[src/rtl/audio_pkg.sv]
// Shared constants and types for the stereo audio sample feeder.
// Optional underrun counter is enabled by AUDIO_FEEDER_UNDERRUN_EN.
package audio_pkg;

    // Default bits per channel; a packed stereo sample is twice this.
    localparam int AUDIO_BITS_DFLT = 12;

    // Default FIFO depth in samples (power of two, >= 2).
    localparam int DEPTH_DFLT = 16;

    // Width of the saturating underrun counter.
    localparam int UNDERRUN_W = 16;

    // Request sequencer states.
    typedef enum logic [1:0] {
        ST_IDLE = 2'd0,
        ST_REQ  = 2'd1,
        ST_WAIT = 2'd2
    } feed_state_t;

endpackage

[src/rtl/audio_sample_fifo.sv]
// Single-clock sample FIFO with push, pop, synchronous flush and
// registered level/empty/full. Level is tracked apart from pointers.
module audio_sample_fifo
    import audio_pkg::*;
#(
    parameter int W     = 2 * AUDIO_BITS_DFLT,
    parameter int DEPTH = DEPTH_DFLT,
    localparam int AW   = $clog2(DEPTH),
    localparam int LW   = AW + 1
) (
    input  logic          clk_audio,
    input  logic          aclr,
    input  logic          i_push,
    input  logic          i_pop,
    input  logic          i_flush,
    input  logic [W-1:0]  i_data,
    output logic [W-1:0]  o_data,
    output logic [LW-1:0] o_level,
    output logic          o_empty,
    output logic          o_full
);

    localparam logic [AW-1:0] PTR_ONE = AW'(1);
    localparam logic [LW-1:0] LVL_ONE = LW'(1);
    localparam logic [LW-1:0] LVL_MAX = LW'(DEPTH);

    logic [W-1:0]  r_mem [DEPTH];
    logic [AW-1:0] r_wptr;
    logic [AW-1:0] r_rptr;
    logic [LW-1:0] r_level;
    logic          r_empty;
    logic          r_full;

    logic          w_push;
    logic          w_pop;
    logic [LW-1:0] w_level_nxt;

    assign w_push = i_push && !r_full && !i_flush;
    assign w_pop  = i_pop && !r_empty && !i_flush;

    // Next occupancy; simultaneous push and pop leaves it unchanged.
    always_comb begin
        w_level_nxt = r_level;
        if (i_flush) begin
            w_level_nxt = '0;
        end else if (w_push && !w_pop) begin
            w_level_nxt = r_level + LVL_ONE;
        end else if (w_pop && !w_push) begin
            w_level_nxt = r_level - LVL_ONE;
        end
    end

    // Pointer, level and flag registers; flush clears them synchronously.
    always_ff @(posedge clk_audio or posedge aclr) begin
        if (aclr) begin
            r_wptr  <= '0;
            r_rptr  <= '0;
            r_level <= '0;
            r_empty <= 1'b1;
            r_full  <= 1'b0;
        end else begin
            if (i_flush) begin
                r_wptr <= '0;
                r_rptr <= '0;
            end else begin
                if (w_push) r_wptr <= r_wptr + PTR_ONE;
                if (w_pop)  r_rptr <= r_rptr + PTR_ONE;
            end
            r_level <= w_level_nxt;
            r_empty <= (w_level_nxt == '0);
            r_full  <= (w_level_nxt == LVL_MAX);
        end
    end

    // Sample storage; contents are don't-care until written.
    always_ff @(posedge clk_audio) begin
        if (w_push) r_mem[r_wptr] <= i_data;
    end

    assign o_data  = r_mem[r_rptr];
    assign o_level = r_level;
    assign o_empty = r_empty;
    assign o_full  = r_full;

endmodule

[src/rtl/audio_sample_feeder.sv]
// Stereo PCM feeder: buffers producer samples and issues one wreq pulse
// per DAC ready window. Macro AUDIO_FEEDER_UNDERRUN_EN adds underrun_count.
module audio_sample_feeder
    import audio_pkg::*;
#(
    parameter int AUDIO_BITS = AUDIO_BITS_DFLT,
    parameter int DEPTH      = DEPTH_DFLT,
    localparam int SW        = 2 * AUDIO_BITS,
    localparam int LW        = $clog2(DEPTH) + 1
) (
    input  logic          clk_audio,
    input  logic          aclr,
    input  logic          in_valid,
    output logic          in_ready,
    input  logic [SW-1:0] in_sample,
    input  logic          flush,
    input  logic          dac_ready,
    output logic          wreq,
    output logic [SW-1:0] sample,
    output logic [LW-1:0] level,
    output logic          empty,
    output logic          full
`ifdef AUDIO_FEEDER_UNDERRUN_EN
    ,
    output logic [UNDERRUN_W-1:0] underrun_count
`endif
);

    feed_state_t   r_state;
    feed_state_t   w_state_nxt;
    logic          w_pop;
    logic          w_push;
    logic          r_wreq;
    logic [SW-1:0] r_sample;
    logic [SW-1:0] w_head;
    logic          w_empty;
    logic          w_full;

    assign in_ready = !w_full && !flush;
    assign w_push   = in_valid && in_ready;

    audio_sample_fifo #(
        .W     (SW),
        .DEPTH (DEPTH)
    ) u_fifo (
        .clk_audio (clk_audio),
        .aclr      (aclr),
        .i_push    (w_push),
        .i_pop     (w_pop),
        .i_flush   (flush),
        .i_data    (in_sample),
        .o_data    (w_head),
        .o_level   (level),
        .o_empty   (w_empty),
        .o_full    (w_full)
    );

    assign empty = w_empty;
    assign full  = w_full;

    // Sequencer next state; a pop happens only on IDLE -> REQ.
    always_comb begin
        w_state_nxt = r_state;
        w_pop       = 1'b0;
        unique case (r_state)
            ST_IDLE: begin
                if (dac_ready && !w_empty && !flush) begin
                    w_state_nxt = ST_REQ;
                    w_pop       = 1'b1;
                end
            end
            ST_REQ: begin
                w_state_nxt = ST_WAIT;
            end
            ST_WAIT: begin
                if (!dac_ready) w_state_nxt = ST_IDLE;
            end
            default: begin
                w_state_nxt = ST_IDLE;
            end
        endcase
    end

    // State register plus the wreq pulse and held output sample.
    always_ff @(posedge clk_audio or posedge aclr) begin
        if (aclr) begin
            r_state  <= ST_IDLE;
            r_wreq   <= 1'b0;
            r_sample <= '0;
        end else begin
            r_state <= w_state_nxt;
            r_wreq  <= w_pop;
            if (w_pop) r_sample <= w_head;
        end
    end

    assign wreq   = r_wreq;
    assign sample = r_sample;

`ifdef AUDIO_FEEDER_UNDERRUN_EN
    logic                  r_dac_ready_q;
    logic [UNDERRUN_W-1:0] r_underrun_count;
    logic                  w_dac_rise;

    assign w_dac_rise = dac_ready && !r_dac_ready_q;

    // Count ready rising edges that find the buffer empty; saturates.
    always_ff @(posedge clk_audio or posedge aclr) begin
        if (aclr) begin
            r_dac_ready_q    <= 1'b0;
            r_underrun_count <= '0;
        end else begin
            r_dac_ready_q <= dac_ready;
            if (w_dac_rise && w_empty && (r_underrun_count != '1)) begin
                r_underrun_count <= r_underrun_count + UNDERRUN_W'(1);
            end
        end
    end

    assign underrun_count = r_underrun_count;
`endif

endmodule

[config.mk]
export PLATFORM = sky130hd
export DESIGN_NAME = audio_sample_feeder
export DESIGN_NICKNAME = d
export VERILOG_FILES = /design/src/rtl/audio_pkg.sv /design/src/rtl/audio_sample_fifo.sv /design/src/rtl/audio_sample_feeder.sv
export SDC_FILE = /design/constraint.sdc
export NUM_CORES = 1
export LEC_CHECK = 0
export ABC_CLOCK_PERIOD_IN_PS = 3000
export CAP_MARGIN = 20
export CORE_ASPECT_RATIO = 2
export CORE_MARGIN = 2
export CORE_UTILIZATION = 40
export CTS_CLUSTER_DIAMETER = 120
export DETAILED_ROUTE_END_ITERATION = 6
export HOLD_SLACK_MARGIN = 0.06
export PLACE_DENSITY = 0.55
export SYNTH_ARGS = -nofsm -noshare
export SYNTH_HDL_FRONTEND = slang
export SYNTH_SLANG_ARGS = --single-unit
[constraint.sdc]
create_clock -name clk_audio -period 3 [get_ports clk_audio]
set_input_delay 0.3 -clock clk_audio [delete_from_list [all_inputs] [get_ports clk_audio]]
set_output_delay 0.3 -clock clk_audio [all_outputs]
set_load 0.02 [all_outputs]
==> metrics.yaml <==
routing:
  wirelength_um: 33740
  wire_per_inst_um: 23.71
  route.detailed.drc: 0
  viasPerCell: 5.342
  drtAntennaViolNets: 0
  drtPass1Iterations: 7
  vias: 7601
  drt_iter0_drc: 425
critical_path:
  r2r_cells: 4
  r2r_slack_ns: 0.83
  crit_arrival_ns: 2.40
  timing.rr.start: "u_fifo.o_full"
  worstPathRequired_ns: 3.22
  end_kind: "register"
  r2r-end: "u_fifo.r_mem[10][4]"
  critPathKind: "register to register"
  critPathMaxFanout: 24
  critPathLaunch: "u_fifo.o_full"
  startpoint_type: "register"
  critPathCapture: "u_fifo.r_mem[10][4]"
grt:
  grt_overflow: 0
  grt_max_degree: 30
  grt_use_total: 0.1621
  grt_pass1_vias: 8251
  antenna_found_initial: 0
  grt_pass1_wl_um: 51490
cts:
  cts_buffers: 38
  postCtsHoldBufs: 0
  root_buffer: "clkbuf_16"
  cts_tree: "built"
  cts_setup_buffers: 0
  clock_latency_ns: 0.54
  clk_pin_slew_worst_paths_ns: 0.06
  cts.sinks: 426
  htreeDepth: 2
  cts_resized: 0
  clockBufferDepth: 3
synth:
  ys_types: 44
  synthFlopType: "edfxtp_1"
  ys_seq_elements: 426
  ys_warn_count: 0
  synth_area_mm2: 0.01643
  ys_top_cells_by_area: "edfxtp_1 70%, mux4_2 13%, dfrtp_1 6.2%, mux2i_1 3.1%, a21o_1 1.1%"
  ys_seq_area_frac: 0.7658
  synth_cells: 759
  syn_avg_cell_area_um2: 21.65
  syn_nets: 795
  synth_enable_flop_cells: 384
  async_reset_ff_frac: 0.09859
  yosysTopAreaCellShare: 0.7017
  synth_area_leader_cell: "edfxtp_1"
placement:
  portBuffers: 61
  preCtsSetupSlack_ns: 0.4392
  dpl_cell_area_mm2: 0.01807
  dp_hpwl_um: 20070
  dpl.cell_count: 1354
  place.gp.congestion: 0.7652
die:
  rows: 105
  die_area_mm2: 0.04281
  boundaryPins: 62
  fp.dieW_um: 147.3
  die_y_um: 290.6
  fp.coreArea_mm2: 0.04073
  initial_core_util: 0.4035
power_and_ir_drop:
  ir_drop_uv: 535.7
  total_power_mw: 13.86
  powerDensity_mw_per_mm2: 718.0
  p_leak_nw: 6.161
finish:
  diodes: 0
  seqCellArea_mm2: 0.01259
  fin_util: 0.4739
  drive_above_1_share: 0.2286
  multi_input_area_mm2: 0.003625
  finalNetCount: 895
  layout_commonest_cell: "edfxtp_1"
  fin_cells: 1423
  final_cell_mix: "384 x edfxtp_1, 96 x mux4_2, 61 x clkdlybuf4s50_1"
  nFillCells: 3438
  area_growth_pct: 17.47
  design_area_mm2: 0.01930
timing:
  period_needed_ns: 2.175
  slew_headroom: 0.5098
  worst_pin_slew_ns: 0.7354
  slew_viol_final: 0
  tns_ns: 0
  clock_skew_ns: 0.01660
  fin_ws_ns: 0.8250
  clock.fmax_mhz: 459.8
  rsz0062_at_grt: "false"
  setup_viol: 0
  period_share: 0.7250
  hold_viol_final: 0
  holdWs_ns: 0.1927
hold_path:
  hold_path_class: "primary input to async pin"
run_status:
  status: "completed"
flow_run:
  drv_cap: 0
==> sequential cells by signal (all words and copies together), names as in the netlist <==
name,count
u_fifo.r_mem,384
sample,24
u_fifo.o_level,5
u_fifo.r_rptr,4
u_fifo.r_wptr,4
r_state,2
u_fifo.o_empty,1
u_fifo.o_full,1
wreq,1
==> kinds of logic (layout without fill, tap and decap cells) <==
| family | Yosys count | after routing | synth area share |
|---|---|---|---|
| compound gates | 63 | 63 | 0.02650 |
| xor+xnor | 5 | 5 | 0.002665 |
| fa+ha+maj | 7 | 7 | 0.005330 |
| buf+inv | 47 | 176 | 0.01363 |
| flops | 426 | 426 | 0.7658 |
| mux | 147 | 147 | 0.1626 |
| simple gates | 64 | 64 | 0.02345 |
==> cells in the mapped netlist (6+ instances only) <==
library cell,n
and2_1,16
mux2i_1,51
edfxtp_1,384
inv_1,6
dfrtp_1,41
nor2_1,8
mux4_2,96
nand2_1,11
buf_2,14
a21o_1,25
o22ai_1,24
clkbuf_1,17
ha_1,7
==> layer usage <==
metal	wire, um	GRT usage	vias up
li1	-	-	3345
met1	13060	0.1929	4076
met2	18870	0.3034	129
met3	1010	0.02245	51
met4	798	0.04620	0
met5	0	0	-
==> where the power goes <==
| part | leakage (nW) | internal (mW) | switching [mW] |
|---|---|---|---|
| Combinational | 1.58 | 1.09 | 0.975 |
| Clock | 0.585 | 2.70 | 2.11 |
| Sequential | 4.00 | 6.74 | 0.249 |
==> worst min-delay path by stage <==
| stage | end | slack (ns) | start | depth (start not counted) |
|---|---|---|---|---|
| final | u_fifo.r_wptr[2] | 0.19 | aclr | 2 |
| after global routing | sample[0] | 0.24 | aclr | 2 |
| after detailed placement | sample[2] | 0.48 | sample[2] | 1 |
| after global placement | sample[8] | 0.47 | sample[8] | 1 |
| after CTS | sample[0] | 0.20 | aclr | 2 |
| after floorplan | u_fifo.r_mem[0][0] | 0.40 | in_sample[0] | 0 |
==> critical path, stage by stage, from the launching register on <==
cell and delay [ns]:
dfrtp_1 0.42, or3b_1 0.50, nor3b_1 0.48, and2_1 0.25
buf_12 0.20
==> area by class of cell <==
class | instances | area share
well taps | 535 | 0.03468
repair buffers | 99 | 0.06002
multi-input cells | 286 | 0.1878
flip-flops and latches | 426 | 0.6524
inverters | 8 | 0.001556
clock inverters | 19 | 0.01037
clock buffers | 50 | 0.05322
Power figures use the tool's default switching activity.
